==> src/rtl/hazard_ctrl_pkg.sv <==
// hazard_ctrl_pkg
//   Shared encodings and scoreboard entry type for the hazard/forwarding
//   controller of the 5-stage MIPS core.
//   - FWD_*  : operand select encoding driven to the D/E operand muxes
//   - SRC_*  : where a writer's result is produced (ALU in E, DM in M)
//   - TUSE_* : stage in which a source operand is first consumed
//   - sb_entry_t : one in-flight writer {valid, rd, src}
package hazard_ctrl_pkg;

  localparam logic [1:0] FWD_RF    = 2'b00;
  localparam logic [1:0] FWD_M     = 2'b01;
  localparam logic [1:0] FWD_W     = 2'b10;

  localparam logic [1:0] SRC_NONE  = 2'd0;
  localparam logic [1:0] SRC_ALU   = 2'd1;
  localparam logic [1:0] SRC_DM    = 2'd2;

  localparam logic [1:0] TUSE_D    = 2'd0;
  localparam logic [1:0] TUSE_E    = 2'd1;
  localparam logic [1:0] TUSE_NONE = 2'd3;

  // Entries hold register indices zero-extended to this width, so any
  // REG_W up to 8 shares the same entry type.
  localparam int SB_REG_W = 8;

  // Scoreboard depth and slot order: index 0 is the newest writer.
  localparam int SB_DEPTH = 3;
  localparam int SB_E     = 0;
  localparam int SB_M     = 1;
  localparam int SB_W     = 2;

  typedef struct packed {
    logic                valid;
    logic [SB_REG_W-1:0] rd;
    logic [1:0]          src;
  } sb_entry_t;

  // Only ALU and DM producers ever reach a register; 3 aliases none.
  function automatic logic src_fwd(input logic [1:0] s);
    return (s == SRC_ALU) || (s == SRC_DM);
  endfunction

  // $0 is hardwired, so it never depends on an in-flight writer.
  function automatic logic sb_match(input logic [SB_REG_W-1:0] x,
                                    input sb_entry_t           e);
    return e.valid && src_fwd(e.src) && (e.rd == x) && (x != '0);
  endfunction

endpackage

==> src/rtl/hazard_src_chk.sv <==
// hazard_src_chk
//   Per-source-operand hazard check against the E/M/W scoreboard.
//   Ports:
//     src_reg     in   REG_W  source register index
//     tuse        in   2      consuming stage (TUSE_*; 2 acts as none)
//     sb_e/m/w    in   entry  scoreboard slots, newest first
//     src_stall   out  1      this operand cannot be satisfied this cycle
//     zero_trans  out  2      D-stage operand select
//     e_trans_nxt out  2      E-stage select to register if D advances
module hazard_src_chk
  import hazard_ctrl_pkg::*;
#(
  parameter int REG_W = 5
) (
  input  logic [REG_W-1:0] src_reg,
  input  logic [1:0]       tuse,
  input  sb_entry_t        sb_e,
  input  sb_entry_t        sb_m,
  input  sb_entry_t        sb_w,
  output logic             src_stall,
  output logic [1:0]       zero_trans,
  output logic [1:0]       e_trans_nxt
);

  logic [SB_REG_W-1:0] x;
  logic m_e, m_m, m_w;
  logic need_d, need_e;

  assign x      = SB_REG_W'(src_reg);
  assign m_e    = sb_match(x, sb_e);
  assign m_m    = sb_match(x, sb_m);
  assign m_w    = sb_match(x, sb_w);
  assign need_d = (tuse == TUSE_D);
  assign need_e = (tuse == TUSE_E);

  // Branch operands need the value in D: a writer still in E has nothing
  // to offer yet, and a load in M has not read memory yet. E consumers
  // only wait on a load sitting in E.
  assign src_stall = (need_d && (m_e || (m_m && sb_m.src == SRC_DM))) ||
                     (need_e && m_e && sb_e.src == SRC_DM);

  // Newest writer wins. A load in M shadows older writers but cannot
  // forward yet, so the select stays RF (only matters while stalled).
  always_comb begin
    zero_trans = FWD_RF;
    if (m_e)
      zero_trans = FWD_RF;
    else if (m_m)
      zero_trans = (sb_m.src == SRC_ALU) ? FWD_M : FWD_RF;
    else if (m_w)
      zero_trans = FWD_W;
  end

  // Seen from E one cycle later: today's E writer will be in M, today's
  // M writer in W. Today's W writer is already covered by zero_trans.
  always_comb begin
    e_trans_nxt = FWD_RF;
    if (m_e && sb_e.src == SRC_ALU)
      e_trans_nxt = FWD_M;
    else if (m_m)
      e_trans_nxt = FWD_W;
  end

endmodule

==> src/rtl/hazard_ctrl.sv <==
// hazard_ctrl
//   Pipeline hazard / forwarding controller for the 5-stage MIPS core.
//   Tracks writers in E, M and W and produces the stall, D-stage forward
//   selects (combinational) and E-stage forward selects (registered).
//   Ports:
//     clk, rst_n                   clock, synchronous active-low reset
//     id_valid                     D holds a real instruction
//     id_rs/id_rt, *_tuse          D source indices and consuming stage
//     id_wr_en/id_wr_reg/id_res_src  D destination and result source
//     stall                        freeze PC, F/D; bubble into E
//     zero_rs_trans/zero_rt_trans  D-stage operand selects
//     e_rs_trans/e_rt_trans        E-stage operand selects (registered)
//     stall_cnt                    saturating count of stalled cycles
module hazard_ctrl
  import hazard_ctrl_pkg::*;
#(
  parameter int REG_W = 5,
  parameter int CNT_W = 32
) (
  input  logic             clk,
  input  logic             rst_n,
  input  logic             id_valid,
  input  logic [REG_W-1:0] id_rs,
  input  logic [REG_W-1:0] id_rt,
  input  logic [1:0]       id_rs_tuse,
  input  logic [1:0]       id_rt_tuse,
  input  logic             id_wr_en,
  input  logic [REG_W-1:0] id_wr_reg,
  input  logic [1:0]       id_res_src,
  output logic             stall,
  output logic [1:0]       zero_rs_trans,
  output logic [1:0]       zero_rt_trans,
  output logic [1:0]       e_rs_trans,
  output logic [1:0]       e_rt_trans,
  output logic [CNT_W-1:0] stall_cnt
);

  localparam int NUM_SRC = 2; // 0 = rs, 1 = rt

  sb_entry_t                     sb [SB_DEPTH];
  sb_entry_t                     sb_new;
  logic [NUM_SRC-1:0][REG_W-1:0] src_reg;
  logic [NUM_SRC-1:0][1:0]       src_tuse;
  logic [NUM_SRC-1:0]            src_stall;
  logic [NUM_SRC-1:0][1:0]       zero_trans;
  logic [NUM_SRC-1:0][1:0]       e_trans_nxt;
  logic [NUM_SRC-1:0][1:0]       e_trans_q;

  assign src_reg  = {id_rt, id_rs};
  assign src_tuse = {id_rt_tuse, id_rs_tuse};

  for (genvar i = 0; i < NUM_SRC; i++) begin : g_src
    hazard_src_chk #(.REG_W(REG_W)) u_chk (
      .src_reg     (src_reg[i]),
      .tuse        (src_tuse[i]),
      .sb_e        (sb[SB_E]),
      .sb_m        (sb[SB_M]),
      .sb_w        (sb[SB_W]),
      .src_stall   (src_stall[i]),
      .zero_trans  (zero_trans[i]),
      .e_trans_nxt (e_trans_nxt[i])
    );
  end

  // rs == rt yields identical per-source results; the OR counts it once.
  assign stall         = id_valid && (|src_stall);
  assign zero_rs_trans = zero_trans[0];
  assign zero_rt_trans = zero_trans[1];
  assign e_rs_trans    = e_trans_q[0];
  assign e_rt_trans    = e_trans_q[1];

  // A stalled or empty D slot enters E as a bubble. Writes to $0 and
  // writers without a forwardable result never create an entry.
  always_comb begin
    sb_new = '0;
    if (id_valid && !stall) begin
      sb_new.valid = id_wr_en && (id_wr_reg != '0) && src_fwd(id_res_src);
      sb_new.rd    = SB_REG_W'(id_wr_reg);
      sb_new.src   = id_res_src;
    end
  end

  always_ff @(posedge clk) begin
    if (!rst_n) begin
      for (int i = 0; i < SB_DEPTH; i++) sb[i] <= '0;
      e_trans_q <= {NUM_SRC{FWD_RF}};
      stall_cnt <= '0;
    end else begin
      for (int i = SB_DEPTH - 1; i > 0; i--) sb[i] <= sb[i-1];
      sb[SB_E] <= sb_new;

      if (stall || !id_valid)
        e_trans_q <= {NUM_SRC{FWD_RF}};
      else
        e_trans_q <= e_trans_nxt;

      if (stall && (stall_cnt != '1))
        stall_cnt <= stall_cnt + CNT_W'(1);
    end
  end

endmodule

==> config.mk <==
export PLATFORM = sky130hd
export DESIGN_NAME = hazard_ctrl
export DESIGN_NICKNAME = d
export VERILOG_FILES = /design/src/rtl/hazard_ctrl_pkg.sv /design/src/rtl/hazard_src_chk.sv /design/src/rtl/hazard_ctrl.sv
export SDC_FILE = /design/constraint.sdc
export NUM_CORES = 1
export LEC_CHECK = 0
export CORE_MARGIN = 4
export CORE_UTILIZATION = 45
export DETAILED_ROUTE_END_ITERATION = 12
export DONT_BUFFER_PORTS = 1
export GPL_ROUTABILITY_DRIVEN = 0
export GPL_TIMING_DRIVEN = 0
export SLEW_MARGIN = 25
export SYNTH_ARGS = -nofsm -noshare
export SYNTH_HDL_FRONTEND = slang
export SYNTH_HIERARCHICAL = 1
export SYNTH_SLANG_ARGS = --single-unit
==> constraint.sdc <==
create_clock -name clk -period 9.4 [get_ports clk]
set_input_delay 0.94 -clock clk [delete_from_list [all_inputs] [get_ports clk]]
set_output_delay 0.94 -clock clk [all_outputs]
set_load 0.02 [all_outputs]
==> flow_metrics.tcl <==
set metrics [dict create \
    crit_path_end_kind "output pin" \
    wl_per_cell_um 16.3 \
    io_pins 66 \
    dieArea_um2 8770 \
    cp_data_required_time_ns 8.46 \
    dr.pass1.iters 4 \
    power_density_nw_per_um2 139 \
    report.final.slew_viol_count 0 \
    synthFlopType "dfxtp_1" \
    wirelength_um 8070 \
    fin_util_pct 52.9 \
    hp-class "reg2reg" \
    ys_ff_latch 60 \
    grt_pass1_vias 2515 \
    vias_per_cell 5.40 \
    area.growth.synth_to_final_pct 11.3 \
    rsz0062_at_grt "false" \
    worst_pin_slew_ns 0.866 \
    setup_violations 0 \
    worstReg2RegEnd "stall_cnt[5]$_SDFFE_PN0P_" \
    grt_max_degree 11 \
    crit_path_start_kind "flop" \
    post_cts_buffers 0 \
    hold_path_depth 1 \
    synthArstFlopShare_pct 0 \
    layout-drive-gt1-share_pct 7.77 \
    grtUsageTotal_pct 19.1 \
    grt_pass1_wl_um 13000 \
    ctsHoldBuffers 0 \
    clockBufferDepth 2 \
    crit_path_max_fanout 6 \
    min_period_ns 4.00 \
    hold_viol 0 \
    clock_latency_ns 0.33 \
    cap_violations 0 \
    finClkSkew_ns 0.0129 \
    cts_buffers 9 \
    synthDistinctLibCells 41 \
    cts_resized 0 \
    die_h_um 93.6 \
    dr_total_vias 2673 \
    cp.arrival_ns 3.06 \
    clock_sinks 60 \
    rows 30 \
    max_slew_margin_pct 41.7 \
    hold_path_end "sb[0][21]$_SDFF_PN0_" \
    reg2regPathDepth 12 \
    seq_area_frac_synth_pct 36.4 \
    crit_type "reg2out" \
    synth_area_um2 3300 \
    portBuffers 0 \
    antenna_found_initial 0 \
    r2r_slack_ns 5.49 \
    grt_overflow 0 \
    core-area_um2 6940 \
    die_x_um 93.6 \
    p_leak_nw 1.47 \
    peakVddDrop_mv 0.0736 \
    synth_edf_count 0 \
    cts-root-buf "clkbuf_8" \
    outcome "finished clean" \
    clock.fmax_ghz 0.250 \
    antenna_cells 0 \
    netlist_instances 367 \
    drtIter0Drc 97 \
    critPathLaunch "sb[0][11]$_SDFF_PN0_" \
    nets 429 \
    ys_warn_count 6 \
    syn_avg_cell_area_um2 8.99 \
    total_power_uw 511 \
    hp-start "sb[0][10]$_SDFF_PN0_" \
    initial_core_util_pct 47.5 \
    min_period_over_period_pct 42.6 \
    cts_tree "done" \
    clk_pin_slew_ns 0.06 \
    final.setup.tns_ns 0 \
    r2r-start "sb[0][11]$_SDFF_PN0_" \
    hpwl_um 6170 \
    route.detailed.drc 0 \
    ant_nets 0 \
    htreeDepth 3 \
]
final cells by class:
| type | instances | area (um2) |
|---|---|---|
| fillers | 681 | 3270 |
| multi-input cells | 301 | 2070 |
| flip-flops and latches | 60 | 1200 |
| clock buffers | 10 | 138 |
| well taps | 96 | 120 |
| clock inverters | 5 | 52.6 |
| inverters | 12 | 45.0 |
| plain buffers | 11 | 42.5 |
metal layers:
layer | GRT usage (%) | routed length [um] | up-vias
li1 | - | - | 1327
met2 | 28.1 | 3550 | 68
met3 | 4.83 | 514 | 11
met4 | 8.18 | 142 | 0
met5 | 0 | 0 | -
met1 | 26.4 | 3860 | 1267
worst max path at each step:
stage                                       endpoint  slack (ns)
after floorplan           stall_cnt[27]$_SDFFE_PN0P_        6.05
after global placement     stall_cnt[5]$_SDFFE_PN0P_        5.58
after detailed placement   stall_cnt[5]$_SDFFE_PN0P_        5.51
after CTS                                      stall        5.39
after global routing                           stall        5.16
final                                          stall        5.40
registers in the layout (all words and copies together), names as in the netlist:
register	flops
e_rt_trans	2
stall_cnt	32
sb	24
e_rs_trans	2
Yosys cell counts, types with 6 or more instances:
cell / instances / area share (%)
dfxtp_1: 60 / 36
and2_1: 39 / 7.4
nand2_1: 32 / 3.6
xnor2_1: 24 / 6.4
nand3_1: 22 / 3.3
mux2i_1: 20 / 6.1
nand2b_1: 17 / 3.2
nand4_1: 17 / 3.2
xor2_1: 17 / 4.5
inv_1: 12 / 1.4
clkbuf_1: 10 / 1.1
nor3_1: 10 / 1.5
ha_1: 9 / 3.4
nor2_1: 7 / 0.80
and3_1: 6 / 1.1
nor4_1: 6 / 1.1
stage by stage:
step           std cells  setup slack, ns  instance area, um2  hold slack, ns
4_1_cts              495             5.39                3670           0.504
3_3_place_gp         480             5.58                3480           0.493
3_5_place_dp         480             5.51                3480           0.492
5_1_grt              495             5.16                3670           0.538
6_report             495             5.40                3670           0.491
2_1_floorplan        384             6.05                3360           0.441
power by group:
part | leakage, nW | switching [mW] | total (mW) | internal [mW]
sequential | 0.485 | 0.00329 | 0.260 | 0.257
combinational | 0.885 | 0.0138 | 0.0256 | 0.0118
clock | 0.0979 | 0.0982 | 0.225 | 0.127
total | 1.47 | 0.115 | 0.511 | 0.395
worst max-delay path, cell delays in order, from the launching register on:
cell and delay [ns]:
dfxtp_1 0.40, inv_1 0.07, ha_1 0.28, nor4_1 0.28, nand4_1 0.18, or4b_1 0.57, o31ai_2 0.24, o21ai_0 0.37
inv_1 0.35
placed cells by master, fill, tap and decap left out, types with 10 or more instances in the layout:
cell type  Yosys  final
and2_1        39     39
clkbuf_1      10     10
clkbuf_8       0     10
conb_1         1     18
dfxtp_1       60     60
inv_1         12     12
mux2i_1       20     20
nand2_1       32     32
nand2b_1      17     17
nand3_1       22     22
nand4_1       17     17
nor3_1        10     10
xnor2_1       24     24
xor2_1        17     17
cell families (layout without fill, tap and decap cells):
| family | Yosys count | count (layout) | synth area share (%) |
|---|---|---|---|
| flip-flops | 60 | 60 | 36.4 |
| AND/OR/NAND/NOR | 190 | 190 | 35.3 |
| adder cells (fa/ha/maj) | 9 | 9 | 3.41 |
| XOR/XNOR | 41 | 41 | 10.9 |
| AO/OA/AOI/OAI | 23 | 23 | 5.19 |
| multiplexers | 20 | 20 | 6.07 |
| other | 1 | 18 | 0.114 |
| buffers and inverters | 23 | 38 | 2.65 |
No activity file was read; power rests on OpenSTA's default activity.
